<file path="src/rtl/soc_boot_pkg.sv">
// soc_boot_pkg: shared state encoding and helpers for the SoC boot sequencer.
package soc_boot_pkg;

    typedef enum logic [2:0] {
        MMCM_RST   = 3'd0,
        WAIT_LOCK  = 3'd1,
        PERIPH_REL = 3'd2,
        CORE_REL   = 3'd3,
        RUN        = 3'd4
    } boot_state_t;

    localparam int RETRY_W = 3;

    function automatic int max_int(input int a, input int b);
        return (a > b) ? a : b;
    endfunction

    function automatic logic is_released(input boot_state_t s);
        return s inside {PERIPH_REL, CORE_REL, RUN};
    endfunction

endpackage

</file>
<file path="src/rtl/sync_2ff.sv">
// sync_2ff: two-flop synchroniser for a single asynchronous level, resets to 0.
module sync_2ff (
    input  logic clk,
    input  logic rst,
    input  logic d_i,
    output logic q_o
);

    logic meta_q;
    logic sync_q;

    always_ff @(posedge clk) begin
        if (rst) begin
            meta_q <= 1'b0;
            sync_q <= 1'b0;
        end else begin
            meta_q <= d_i;
            sync_q <= meta_q;
        end
    end

    assign q_o = sync_q;

endmodule

</file>
<file path="src/rtl/soc_boot_sequencer.sv">
// soc_boot_sequencer: resets and qualifies the MMCM, then releases periph, core and fetch in order,
// recovering from lock loss and debug soft resets.
module soc_boot_sequencer
    import soc_boot_pkg::*;
#(
    parameter int MMCM_RST_CYCLES    = 16,
    parameter int LOCK_STABLE_CYCLES = 64,
    parameter int LOCK_TIMEOUT       = 65536,
    parameter int PERIPH_DELAY       = 32,
    parameter int CORE_DELAY         = 32,
    parameter int MAX_RETRIES        = 7
) (
    input  logic               clk_100MHz,
    input  logic               reset,
    input  logic               mmcm_locked,
    input  logic               soft_reset_req,
    output logic               mmcm_reset,
    output logic               periph_reset_n,
    output logic               core_reset_n,
    output logic               fetch_enable,
    output logic               boot_done,
    output logic               lock_lost,
    output logic [RETRY_W-1:0] retry_cnt,
    output logic [2:0]         state_o
);

    localparam int MAX_P  = max_int(max_int(max_int(MMCM_RST_CYCLES, LOCK_STABLE_CYCLES),
                                            max_int(LOCK_TIMEOUT, PERIPH_DELAY)), CORE_DELAY);
    localparam int CNT_W  = $clog2(MAX_P) + 1;
    localparam int STAB_W = $clog2(LOCK_STABLE_CYCLES) + 1;

    localparam logic [CNT_W-1:0]   RST_LAST    = CNT_W'(MMCM_RST_CYCLES - 1);
    localparam logic [CNT_W-1:0]   TO_LAST     = CNT_W'(LOCK_TIMEOUT - 1);
    localparam logic [CNT_W-1:0]   PERIPH_LAST = CNT_W'(PERIPH_DELAY - 1);
    localparam logic [CNT_W-1:0]   CORE_LAST   = CNT_W'(CORE_DELAY - 1);
    localparam logic [STAB_W-1:0]  STAB_LAST   = STAB_W'(LOCK_STABLE_CYCLES - 1);
    localparam logic [RETRY_W-1:0] RETRY_MAX   = RETRY_W'(MAX_RETRIES);

    boot_state_t        state_q, state_d;
    logic [CNT_W-1:0]   cnt_q, cnt_d;
    logic [STAB_W-1:0]  stab_q, stab_d;
    logic [RETRY_W-1:0] retry_q, retry_d;
    logic               locked_s;
    logic               hold_q;
    logic               lock_loss, soft_rel, timeout;
    logic               mmcm_reset_q, mmcm_reset_d;
    logic               periph_q, periph_d;
    logic               core_q, core_d;
    logic               run_q, run_d;
    logic               lost_q, lost_d;

    sync_2ff u_lock_sync (
        .clk (clk_100MHz),
        .rst (reset),
        .d_i (mmcm_locked),
        .q_o (locked_s)
    );

    always_ff @(posedge clk_100MHz) begin
        if (reset) begin
            state_q      <= MMCM_RST;
            hold_q       <= 1'b0;
            mmcm_reset_q <= 1'b1;
            periph_q     <= 1'b0;
            core_q       <= 1'b0;
            run_q        <= 1'b0;
            lost_q       <= 1'b0;
            retry_q      <= '0;
        end else begin
            state_q      <= state_d;
            hold_q       <= soft_rel;
            mmcm_reset_q <= mmcm_reset_d;
            periph_q     <= periph_d;
            core_q       <= core_d;
            run_q        <= run_d;
            lost_q       <= lost_d;
            retry_q      <= retry_d;
        end
    end

    // Lock loss outranks soft reset, which outranks the release timers.
    always_comb begin
        state_d   = state_q;
        lock_loss = 1'b0;
        soft_rel  = 1'b0;
        timeout   = 1'b0;
        case (state_q)
            MMCM_RST: if (cnt_q == RST_LAST) state_d = WAIT_LOCK;
            WAIT_LOCK: begin
                if (locked_s && stab_q == STAB_LAST) begin
                    state_d = PERIPH_REL;
                end else if (cnt_q == TO_LAST) begin
                    state_d = MMCM_RST;
                    timeout = 1'b1;
                end
            end
            PERIPH_REL, CORE_REL, RUN: begin
                if (!locked_s) begin
                    state_d   = MMCM_RST;
                    lock_loss = 1'b1;
                end else if (soft_reset_req) begin
                    state_d  = PERIPH_REL;
                    soft_rel = 1'b1;
                end else if (state_q == PERIPH_REL && !hold_q && cnt_q == PERIPH_LAST) begin
                    state_d = CORE_REL;
                end else if (state_q == CORE_REL && cnt_q == CORE_LAST) begin
                    state_d = RUN;
                end
            end
            default: state_d = MMCM_RST;
        endcase
    end

    // A soft reset holds periph in reset for one cycle before PERIPH_REL timing restarts.
    always_comb begin
        mmcm_reset_d = state_d == MMCM_RST;
        periph_d     = is_released(state_d) && !soft_rel;
        core_d       = state_d == CORE_REL || state_d == RUN;
        run_d        = state_d == RUN;
        lost_d       = lost_q || lock_loss;
        retry_d      = (timeout && retry_q != RETRY_MAX) ? retry_q + 1'b1 : retry_q;
    end

    assign cnt_d  = (state_d != state_q || soft_rel || hold_q || state_q == RUN) ? '0 : cnt_q + 1'b1;
    assign stab_d = (state_q == WAIT_LOCK && locked_s) ? stab_q + 1'b1 : '0;

    always_ff @(posedge clk_100MHz) begin
        if (reset) begin
            cnt_q  <= '0;
            stab_q <= '0;
        end else begin
            cnt_q  <= cnt_d;
            stab_q <= stab_d;
        end
    end

    assign mmcm_reset     = mmcm_reset_q;
    assign periph_reset_n = periph_q;
    assign core_reset_n   = core_q;
    assign fetch_enable   = run_q;
    assign boot_done      = run_q;
    assign lock_lost      = lost_q;
    assign retry_cnt      = retry_q;
    assign state_o        = state_q;

endmodule
</file>
<file path="config.mk">
export PLATFORM = sky130hd
export DESIGN_NAME = soc_boot_sequencer
export DESIGN_NICKNAME = d
export VERILOG_FILES = /design/src/rtl/soc_boot_pkg.sv /design/src/rtl/sync_2ff.sv /design/src/rtl/soc_boot_sequencer.sv
export SDC_FILE = /design/constraint.sdc
export NUM_CORES = 1
export LEC_CHECK = 0
export CORE_ASPECT_RATIO = 1.2
export CORE_MARGIN = 4
export CORE_UTILIZATION = 50
export DETAILED_ROUTE_END_ITERATION = 7
export GPL_TIMING_DRIVEN = 0
export PLACE_DENSITY = 0.71
export SYNTH_ARGS = -nofsm -noshare
export SYNTH_HDL_FRONTEND = slang
export SYNTH_SLANG_ARGS = --single-unit
</file>
<file path="constraint.sdc">
create_clock -name clk_100MHz -period 3.6 [get_ports clk_100MHz]
set_input_delay 0.72 -clock clk_100MHz [delete_from_list [all_inputs] [get_ports clk_100MHz]]
set_output_delay 0.72 -clock clk_100MHz [all_outputs]
set_load 0.01 [all_outputs]
</file>
* Word level (Yosys, flattened, before mapping)
Cells that the tools add are included.
** Storage, ports and cells
- Register bits :: 38
- Latch bits :: 0
- RAM bits :: 0
- Memory bits (read-only) :: 0
- Input bits :: 4
- Output and inout port bits :: 12
- Logic and storage cells :: 65
- Memories kept :: 0
** Cells by class
- Add/sub/neg operators :: 3
- $mul :: 0
- Div/mod/pow operators :: 0
- Order comparisons :: 0
- Equal/unequal tests :: 13
- Shift operators :: 0
- Muxes and demuxes :: 16
- Bitwise gates (word level) :: 1
- Reductions and logical operators :: 20
** Operators by type and width (count)
- $mux W3 :: 7
- $add A17 B1 Y17 const B :: 1
- $eq A17 B16 Y1 const B :: 1
- $eq A17 B4 Y1 const B :: 1
- $eq A17 B5 Y1 const B :: 1
- $eq A3 B2 Y1 const B :: 4
- $pmux W3 S3 :: 1
- $mux W1 :: 8
- $add A7 B1 Y7 const B :: 1
- $eq A7 B6 Y1 const B :: 1
- $logic_and A1 B1 Y1 :: 7
- $eq A3 B3 Y1 const B :: 2
- $logic_not A3 Y1 :: 2
- $logic_or A1 B1 Y1 :: 5
- $reduce_or A2 Y1 :: 2
- $add A3 B1 Y3 const B :: 1
- $eq A3 B1 Y1 const B :: 1
- $ne A3 B3 Y1 :: 1
- $ne A3 B3 Y1 const B :: 1
- $reduce_bool A3 Y1 :: 1
- $reduce_or A3 Y1 :: 1
- $logic_not A1 Y1 :: 2
- $not A1 Y1 :: 1

* Depth between registers and ports, before layout
Gate-level depths: netlist (run 1).
- Word-level depth :: 12
- Gate-level depth with buffers :: 11
- Gate-level depth less buffers :: 9

* Modules after synthesis
From an unflattened synthesis (run 1), not the netlist that was laid out.
** Unflattened totals
- Cell total of the unflattened synthesis :: 188
- Area total of the unflattened synthesis :: 1739.2 µm²
** By module, submodules not included
- soc_boot_sequencer :: instances 1, cells each 184, area an instance 1686.6 µm², seq. area each 720.7 µm²
- sync_2ff :: instances 1, cells each 4, area an instance 52.6 µm², seq. area each 40.0 µm²

* Worst setup path before layout (run 1)
OpenSTA, ideal clock, no wires.
- Kind :: register -> register
- From :: reg cnt_q[0]
- To :: reg cnt_q[11]
- Library setup time :: 0.062 ns
- Arrival time :: 2.260 ns
- Required time :: 3.538 ns
- Setup slack :: 1.278 ns
- Cell stages (with the launch flop) :: 12
- Path buffers :: 3
- Clock period less this slack :: 2.322 ns
- Cells stage by stage :: dfxtp_1 ha_1 and3_1 clkbuf_1 nand4_1 nor3_1 ha_1 a211o_1 a311o_1 buf_6 buf_12 nor2_4
** Between the ends
- Cells in the longest elaborated chain, start to end :: 12
- Elaborated cells between the ends (all ways) :: 19
- Classes of those cells :: 1 x add/sub; 4 x eq/ne; 8 x mux; 6 x reduce/logical
** RTL lines
- start: declaration :: RTL line soc_boot_sequencer.sv:40 : logic [CNT_W-1:0] cnt_q, cnt_d;
- start signal: assignment :: RTL line soc_boot_sequencer.sv:132 : cnt_q <= cnt_d;
- $eq A17 B5 Y1 :: RTL line soc_boot_sequencer.sv:104, soc_boot_sequencer.sv:106
- $logic_and A1 B1 Y1 :: RTL line soc_boot_sequencer.sv:106 : end else if (state_q == CORE_REL && cnt_q == CORE_LAST) begin
- $mux W3 :: RTL line soc_boot_sequencer.sv:106
- $mux W3 :: RTL line soc_boot_sequencer.sv:104 : end else if (state_q == PERIPH_REL && !hold_q && cnt_q == PERIPH_LAST) begin
- $mux W3 :: RTL line soc_boot_sequencer.sv:101 : end else if (soft_reset_req) begin
- $mux W3 :: RTL line soc_boot_sequencer.sv:98 : if (!locked_s) begin
- $pmux W3 S3 :: RTL line soc_boot_sequencer.sv:87 : case (state_q)
- $ne A3 B3 Y1 :: RTL line soc_boot_sequencer.sv:124 : assign cnt_d = (state_d != state_q || soft_rel || hold_q || state_q == RUN) ? '0 : cnt_q + 1'b1;
- $logic_or A1 B1 Y1 (3 in a row) :: RTL line soc_boot_sequencer.sv:124
- $reduce_or A2 Y1 (no source line)
Parallel ways exist; a longest one is shown, timed or not.
A chain may end at the register's enable or synchronous reset.

* Worst setup path after layout (run 1)
- From :: reg cnt_q[0]
- To :: reg cnt_q[15]
The elaborated chain is that of the path after synthesis.

==> results.md, run 1 <==
* Internal reg-to-reg setup slack at 1.01 ns
* Dominant combinational cell family by area after synthesis: simple AND/OR/NAND/NOR gates
* Number of buffers created by CTS at 5
* Initial Utilization at between 50% and 60%
* Detailed placement HPWL at between 2000 and 2500 µm
* Overall fraction of global-route tracks in use at approximately 17%
* Internal power summed over all cells at roughly 640 µW
* Clk_lat worst skew at roughly 0.3 ns
* Nets@finish at roughly 220
* Quantity of hold-fixing buffers added after cts at 0
* Remaining antenna violation count after routing at 0
* Worst-case setup slack after placement at just over 1 ns
* TritonCTS clock tree: done
* Standard cell core area at 3340 µm²
* Worst reg2reg endpoint: cnt_q[15]
* Pin count of the biggest net entering global routing at 13
* Run status: finished, final reports clean
* Synthesized instance count at 187
* Worst Hold Slack at ~0.44 ns
* Synth-to-layout area growth at 17.6%
* Worst Setup Slack, final at roughly 1.0 ns
* Number of remaining DRC errors at 0
* Clock network fraction of design power at around 44%
* Xor/xnor cell area share of the yosys netlist at under 10%
* Routed wire per std cell at approximately 13 µm
* Count of flip-flops with a built-in enable after synthesis at 0
* Biggest area consumer among synthesized cells: dfxtp_1
* Via count of the first global-routing pass at 1,362
* Placement Rows at 23
* Filler Cells Inserted at around 320
* Simple-gate share of the synthesized area at between 20 and 30%
* RSZ-0062 raised after global routing: false
* Peak supply drop at between 0.3 and 0.4 mV
* Leak pwr at approximately 0.75 nW
* Placer's final routability congestion estimate at ~0.81
* Slowest stage cell, crit path: a311o_1
* Share of the synthesized area in the top cell type at approximately 44%
* Critical Path Start Type: flip-flop
* Aggregate global routing overflow at 0
* Slew margin rel. at between 70% and 80%
* Worst-margin pin slew at between 0.4 and 0.5 ns
* Root buffer cell: clkbuf_8
* Seq pwr share at about 53%
* First-pass DRT Iterations at 4
* Largest driver fanout on the critical path at 10
* Vias per cell at approximately 5.4
* Number of clock sinks at 38
* Commonest register cell after synthesis: dfxtp_1
* Post-cts gate resize count at 0
* Highest clock frequency the design can meet at roughly 0.39 GHz
* H-Tree Depth at 2
* Net count of the mapped netlist at slightly below 200
* Complex-gate fraction of the synthesized area at under 10%
* Type of the worst setup path: reg2reg
* Top area cells in the synthesized netlist: dfxtp_1 (44%), nor2_1 (6.5%), xnor2_1 (5.1%), nor2_4 (4.6%), xor2_1 (4.6%)
* Number of storage elements in the synthesis netlist at 38
* Post-CTS Setup Inserts at 0
* Switching share of power at 20.9%
* Drt total wl at between 3000 and 4000 µm
* Max-slew violation count at 0
* CP Data Arrival Time at 2.83 ns
* Most common cell on crit path: ha_1
* Synth cell types at 40
* Yosys warning total at 0
* Worst r2r src: cnt_q[0]
* Vias after detailed routing at about 1.3k
* Crit path launch: cnt_q[0]
* Multiplexer share of the synthesized area at 1.16%
* Overall die height at slightly above 70 µm
* IO Port Bufs at 15
* Antenna violations before repair at 0
* Share of the clock period used by the worst path after layout at between 70% and 80%
* Share of total power in combinational logic at 3.2%
* Clock edge transition at the registers on the reported setup and hold paths at around 0.07 ns
* Critical path destination: cnt_q[15]
* Detailed router's first-iteration violation count at 74
* Summed instance area of the synthesized netlist at approximately 1700 µm²
* Worst clock skew on the final layout at around 0.0085 ns
* Post-Synthesis Mean Instance Area at about 9.3 µm²
* Setup Viol. Count Final at 0
* Horizontal extent of the die at 61.7 µm
* Largest stage delay, worst path at between 0.3 and 0.4 ns
* Crit path cell chain: ha_1 > and3_1 > clkbuf_1 > nand4_1 > nor3_1 > ha_1 > a211o_1 > a311o_1 > buf_6 > buf_12 > nor2_4
* Number of top-level design ports at 16
* # diodes at 0
* R2R depth at 11
* Share of async-settable or async-resettable flops after synthesis at 0%
* Critical Path Sink Type: flip-flop
* Final Power at between 800 and 900 µW
* Post-layout minimum cycle time at around 2.6 ns
* Power per cell area at roughly 400 nW/µm²
* Adder-Cell Fraction of Synth Area at around 3.6%
* Setup_tns at 0 ns
* Sequential area share after synthesis at ~44%
* Worst EP required at between 3 and 4 ns
* Layout cells sized above 1 at about an eighth
* Area of the die at about 4500 µm²
* Sw power at roughly 170 µW
* Count of final hold-check violations at 0
* Total of max-cap violations at 0
* Clk buf depth at 2
* Worst min-delay path category: reg2reg
* Wire length of the first global-routing pass at 5800 µm
-- placed cells by master (no fill, tap or decap), types with 5 or more instances in the layout --
cell type        synthesis  final
ha_1                     5      5
clkdlybuf4s50_1          0     15
xnor2_1                 10     10
nor2_4                   7      7
inv_1                    8      8
xor2_1                   9      9
dfxtp_1                 38     38
nand2_1                  9      9
nand3_1                  8      8
clkbuf_8                 0      5
nor2_1                  30     30
a21oi_1                  5      5
-- flip-flops by register name, indices dropped and copies added (netlist names) --
register,cells
boot_done,1
cnt_q,17
core_reset_n,1
hold_q,1
lock_lost,1
mmcm_reset,1
periph_reset_n,1
retry_cnt,3
stab_q,7
state_o,3
u_lock_sync.meta_q,1
u_lock_sync.q_o,1
-- routing by layer --
metal	part of all wire (%)	track usage (%)
met1	41	18.6
met2	54	30.5
met3	3.7	5.34
met4	2.0	7.31
met5	0	0
-- cell families (layout without fill, tap and decap cells) --
group                      after synthesis  after routing
AOI/OAI and AO/OA                       18             18
xor gates and xnor gates                19             19
adders and majority gates                5              5
buffers and inverters                   17             40
DFF                                     38             38
muxes                                    2              2
and+or+nand+nor                         88             88
-- worst max-delay path, delay by kind of cell (launching register included) --
family	cells	cell delay [ns]
AND/OR/NAND/NOR	4	0.60
flip-flops	1	0.35
AO/OA/AOI/OAI	2	0.66
buffers and inverters	3	0.46
adder cells (fa/ha/maj)	2	0.47
-- stage by stage --
step / area [µm²] / std cells / utilization, %
final: 2040 / 247 / 61.0
after global routing: 2040 / 247 / 61.0
after CTS: 2040 / 247 / 61.0
after detailed placement: 1930 / 239 / 57.8
after global placement: 1930 / 239 / 57.8
after floorplan: 1730 / 187 / -
-- power groups by stage --
stage / Sequential (mW) / Combinational, mW / Clock, mW
floorplan: 0.436 / 0.0187 / 0
global route: 0.428 / 0.0290 / 0.383
global placement: 0.437 / 0.0249 / 0
detailed placement: 0.437 / 0.0261 / 0
finish: 0.428 / 0.0260 / 0.356
CTS: 0.427 / 0.0264 / 0.364
-- cells in the mapped netlist (2+ instances only) --
master / instances
a211oi_1: 2
a21oi_1: 5
and3_1: 3
and4_1: 4
buf_4: 2
clkbuf_1: 4
dfxtp_1: 38
ha_1: 5
inv_1: 8
mux2i_1: 2
nand2_1: 9
nand3_1: 8
nand3b_1: 2
nand4_1: 4
nor2_1: 30
nor2_2: 3
nor2_4: 7
nor2b_1: 4
nor3b_1: 2
nor4_1: 4
o21ai_0: 4
or3_1: 2
xnor2_1: 10
xor2_1: 9
-- area by class of cell --
class	instances	area [µm²]	share of cell area, %
buffer	9	66.3	3.26
clock buffer	5	68.8	3.38
clock inverter	3	40.0	1.97
inverter	8	30.0	1.47
multi-input combinational	132	875	42.9
sequential	38	761	37.3
tap	37	46.3	2.27
timing repair buffer	15	150	7.37
-- how the worst min path moves through the flow --
stage                             from         endpoint  slack (ns)  cells after the start
global route                 lock_lost        lock_lost        0.46                      2
floorplan           u_lock_sync.meta_q  u_lock_sync.q_o        0.41                      1
global placement             stab_q[0]        stab_q[0]        0.42                      1
finish                       lock_lost        lock_lost        0.44                      2
detailed placement           lock_lost        lock_lost        0.44                      2
CTS                          lock_lost        lock_lost        0.45                      2
No activity file was read; power rests on OpenSTA's default activity.
==> run 2: changes to the inputs <==
==> constraint.sdc (replaced) <==
create_clock -name clk_100MHz -period 2.7 [get_ports clk_100MHz]
set_input_delay 0.54 -clock clk_100MHz [delete_from_list [all_inputs] [get_ports clk_100MHz]]
set_output_delay 0.54 -clock clk_100MHz [all_outputs]
set_load 0.01 [all_outputs]
==> run 2 against run 1 <==
Against the previous run:
- cell count increased by 0.40%
- critical path type unchanged
- combinational power increased by 33%
- routed wire length decreased by 0.16%
- clock power increased by 33%
- sequential power increased by 33%
- largest cell class unchanged
- critical path depth unchanged
- clock skew about the same
- global-route usage unchanged
- setup slack got worse by 0.84 ns
- sequential share of layout area decreased by 0.14 points
==> results.md, run 2 (same netlist as run 1, synthesis figures left out) <==
* Clk buf depth at 2 (unchanged)
* Initial Utilization at 51.9% (unchanged)
* Overall die height at 72.5 µm (unchanged)
* Wire length of the first global-routing pass at 5800 µm (unchanged)
* Number of remaining DRC errors at 0 (unchanged)
* Via count of the first global-routing pass at 1,362 (unchanged)
* Placer's final routability congestion estimate at 0.807 (unchanged)
* Worst Setup Slack, final at 0.165 ns (-0.840 ns)
* Post-layout minimum cycle time at 2.53 ns (-0.0595 ns)
* Type of the worst setup path: reg2reg
* Placement Rows at 23 (unchanged)
* Share of the clock period used by the worst path after layout at 93.9% (+22 points)
* Horizontal extent of the die at 61.7 µm (unchanged)
* Highest clock frequency the design can meet at 0.394 GHz (+2.3%)
* Peak supply drop at 0.402 mV (+33%)
* Total of max-cap violations at 0 (unchanged)
* Pin count of the biggest net entering global routing at 13 (unchanged)
* Detailed router's first-iteration violation count at 84 (+14%)
* Routed wire per std cell at 13.0 µm (-0.56%)
* Most common cell after layout, fill and taps aside: dfxtp_1
* Worst reg2reg endpoint: cnt_q[15]
* Antenna violations before repair at 0 (unchanged)
* Overall fraction of global-route tracks in use at 17.4% (unchanged)
* Vias after detailed routing at 1,329 (+0.075%)
* R2R depth at 11 (unchanged)
* RSZ-0062 raised after global routing: false
* Synth-to-layout area growth at 18.1%
* Number of cells on the worst hold path at 2 (unchanged)
* # diodes at 0 (unchanged)
* Quantity of hold-fixing buffers added after cts at 0 (unchanged)
* Multi-input gate area in the final layout at 875 µm² (unchanged)
* Worst clock skew on the final layout at 0.00851 ns (+0.0000596 ns)
* Root buffer cell: clkbuf_8
* Register with the highest flop count: cnt_q
* Power per cell area at 527 nW/µm² (+33%)
* Worst r2r src: cnt_q[0]
* Largest driver fanout on the critical path at 10 (unchanged)
* Start point of the worst hold path: lock_lost
* Worst min-delay path category: reg2reg
* Max-slew violation count at 0 (unchanged)
* Critical Path Start Type: flip-flop
* Worst-case setup slack after placement at 0.135 ns (-0.900 ns)
* Setup_tns at 0 ns (unchanged)
* Register area at 761 µm² (unchanged)
* Number of buffers created by CTS at 5 (unchanged)
* Clock edge transition at the registers on the reported setup and hold paths at 0.07 ns (about the same)
* Leak pwr at 0.750 nW (+0.56%)
* Detailed placement HPWL at 2380 µm (unchanged)
* Drt total wl at 3220 µm (-0.16%)
* Vias per cell at 5.36 (-0.33%)
* Worst-margin pin slew at 0.439 ns (+0.000000596 ns)
* IO Port Bufs at 15 (unchanged)
* Filler Cells Inserted at 317 (-0.63%)
* Final Power at 1.08 mW (+33%)
* H-Tree Depth at 2 (unchanged)
* Area after DPL at 1930 µm² (unchanged)
* Critical Path Sink Type: flip-flop
* Count of final hold-check violations at 0 (unchanged)
* First-pass DRT Iterations at 4 (unchanged)
* Number of top-level design ports at 16 (unchanged)
* Layout cells sized above 1 at 12.3% (+0.42 points)
* Worst Hold Slack at 0.443 ns (unchanged)
* Final cell area excluding filler cells at 2040 µm² (+0.37%)
* TritonCTS clock tree: done
* Largest registers ranked by flip-flop count: cnt_q x17, stab_q x7
* Standard cell core area at 3340 µm² (unchanged)
* Setup Viol. Count Final at 0 (unchanged)
* Number of clock sinks at 38 (unchanged)
* Nets@finish at 219 (+0.46%)
* Area of the die at 4470 µm² (unchanged)
* Internal reg-to-reg setup slack at 0.17 ns (-0.84 ns)
* Clk_lat worst skew at 0.30 ns (about the same)
* Number of flip-flops under the largest register name at 17 (unchanged)
* Commonest cells after routing, fill and taps aside: dfxtp_1 (38), nor2_1 (30), clkdlybuf4s50_1 (15)
* Worst EP required at 2.93 ns (-0.90 ns)
* Remaining antenna violation count after routing at 0 (unchanged)
* Crit path launch: cnt_q[0]
* Slew margin rel. at 70.7% (unchanged)
* Worst min-delay path endpoint: lock_lost
* Run status: finished, final reports clean
* Aggregate global routing overflow at 0 (unchanged)
* CP Data Arrival Time at 2.77 ns (-0.06 ns)
-- run 2: cell type report --
type                       instances  area share [%]
multi-input combinational        132            42.8
sequential                        38            37.2
timing repair buffer              16            7.71
clock buffer                       5            3.37
buffer                             9            3.24
tap                               37            2.26
clock inverter                     3            1.96
inverter                           8            1.47
-- run 2: per-stage QoR --
step,util [%],cells
floorplan,-,187
global placement,57.8,239
detailed placement,57.8,239
CTS,61.0,247
global route,61.2,248
finish,61.2,248
-- run 2: what timing repair did --
action / in CTS / in global routing
setup endpoints to repair: 0 / 10
buffers inserted: 0 / 1
resized for setup: 0 / 0
-- run 2: worst max-delay path by stage --
stage	end	depth (start not counted)	slack, ns
after floorplan	cnt_q[11]	11	0.38
after global placement	cnt_q[15]	11	0.18
after detailed placement	cnt_q[15]	11	0.14
after CTS	cnt_q[15]	11	0.1
after global routing	cnt_q[15]	11	0.05
final	cnt_q[15]	11	0.17
-- run 2: where the power goes --
part | switching [mW] | leakage, nW | internal [mW] | total [mW]
clock network | 0.202 | 0.0579 | 0.272 | 0.474
logic | 0.0189 | 0.385 | 0.0157 | 0.0347
registers | 0.00464 | 0.307 | 0.565 | 0.570
total | 0.225 | 0.750 | 0.853 | 1.08
-- run 2: worst max-delay path, stage by stage (launching register included) --
cell	delay, ns
dfxtp_1	0.35
ha_1	0.25
and3_1	0.19
clkbuf_1	0.16
nand4_1	0.18
nor3_1	0.08
ha_1	0.21
a211o_1	0.29
a311o_1	0.37
buf_6	0.15
buf_12	0.15
nor2_4	0.10
-- run 2: metal layers --
metal  vias to the layer above  part of all wire (%)  track usage [%]
li1                        679                     -                -
met1                       622                    40             18.6
met2                        23                    54             30.5
met3                         5                   3.9             5.34
met4                         0                   2.0             7.31
met5                         -                     0                0
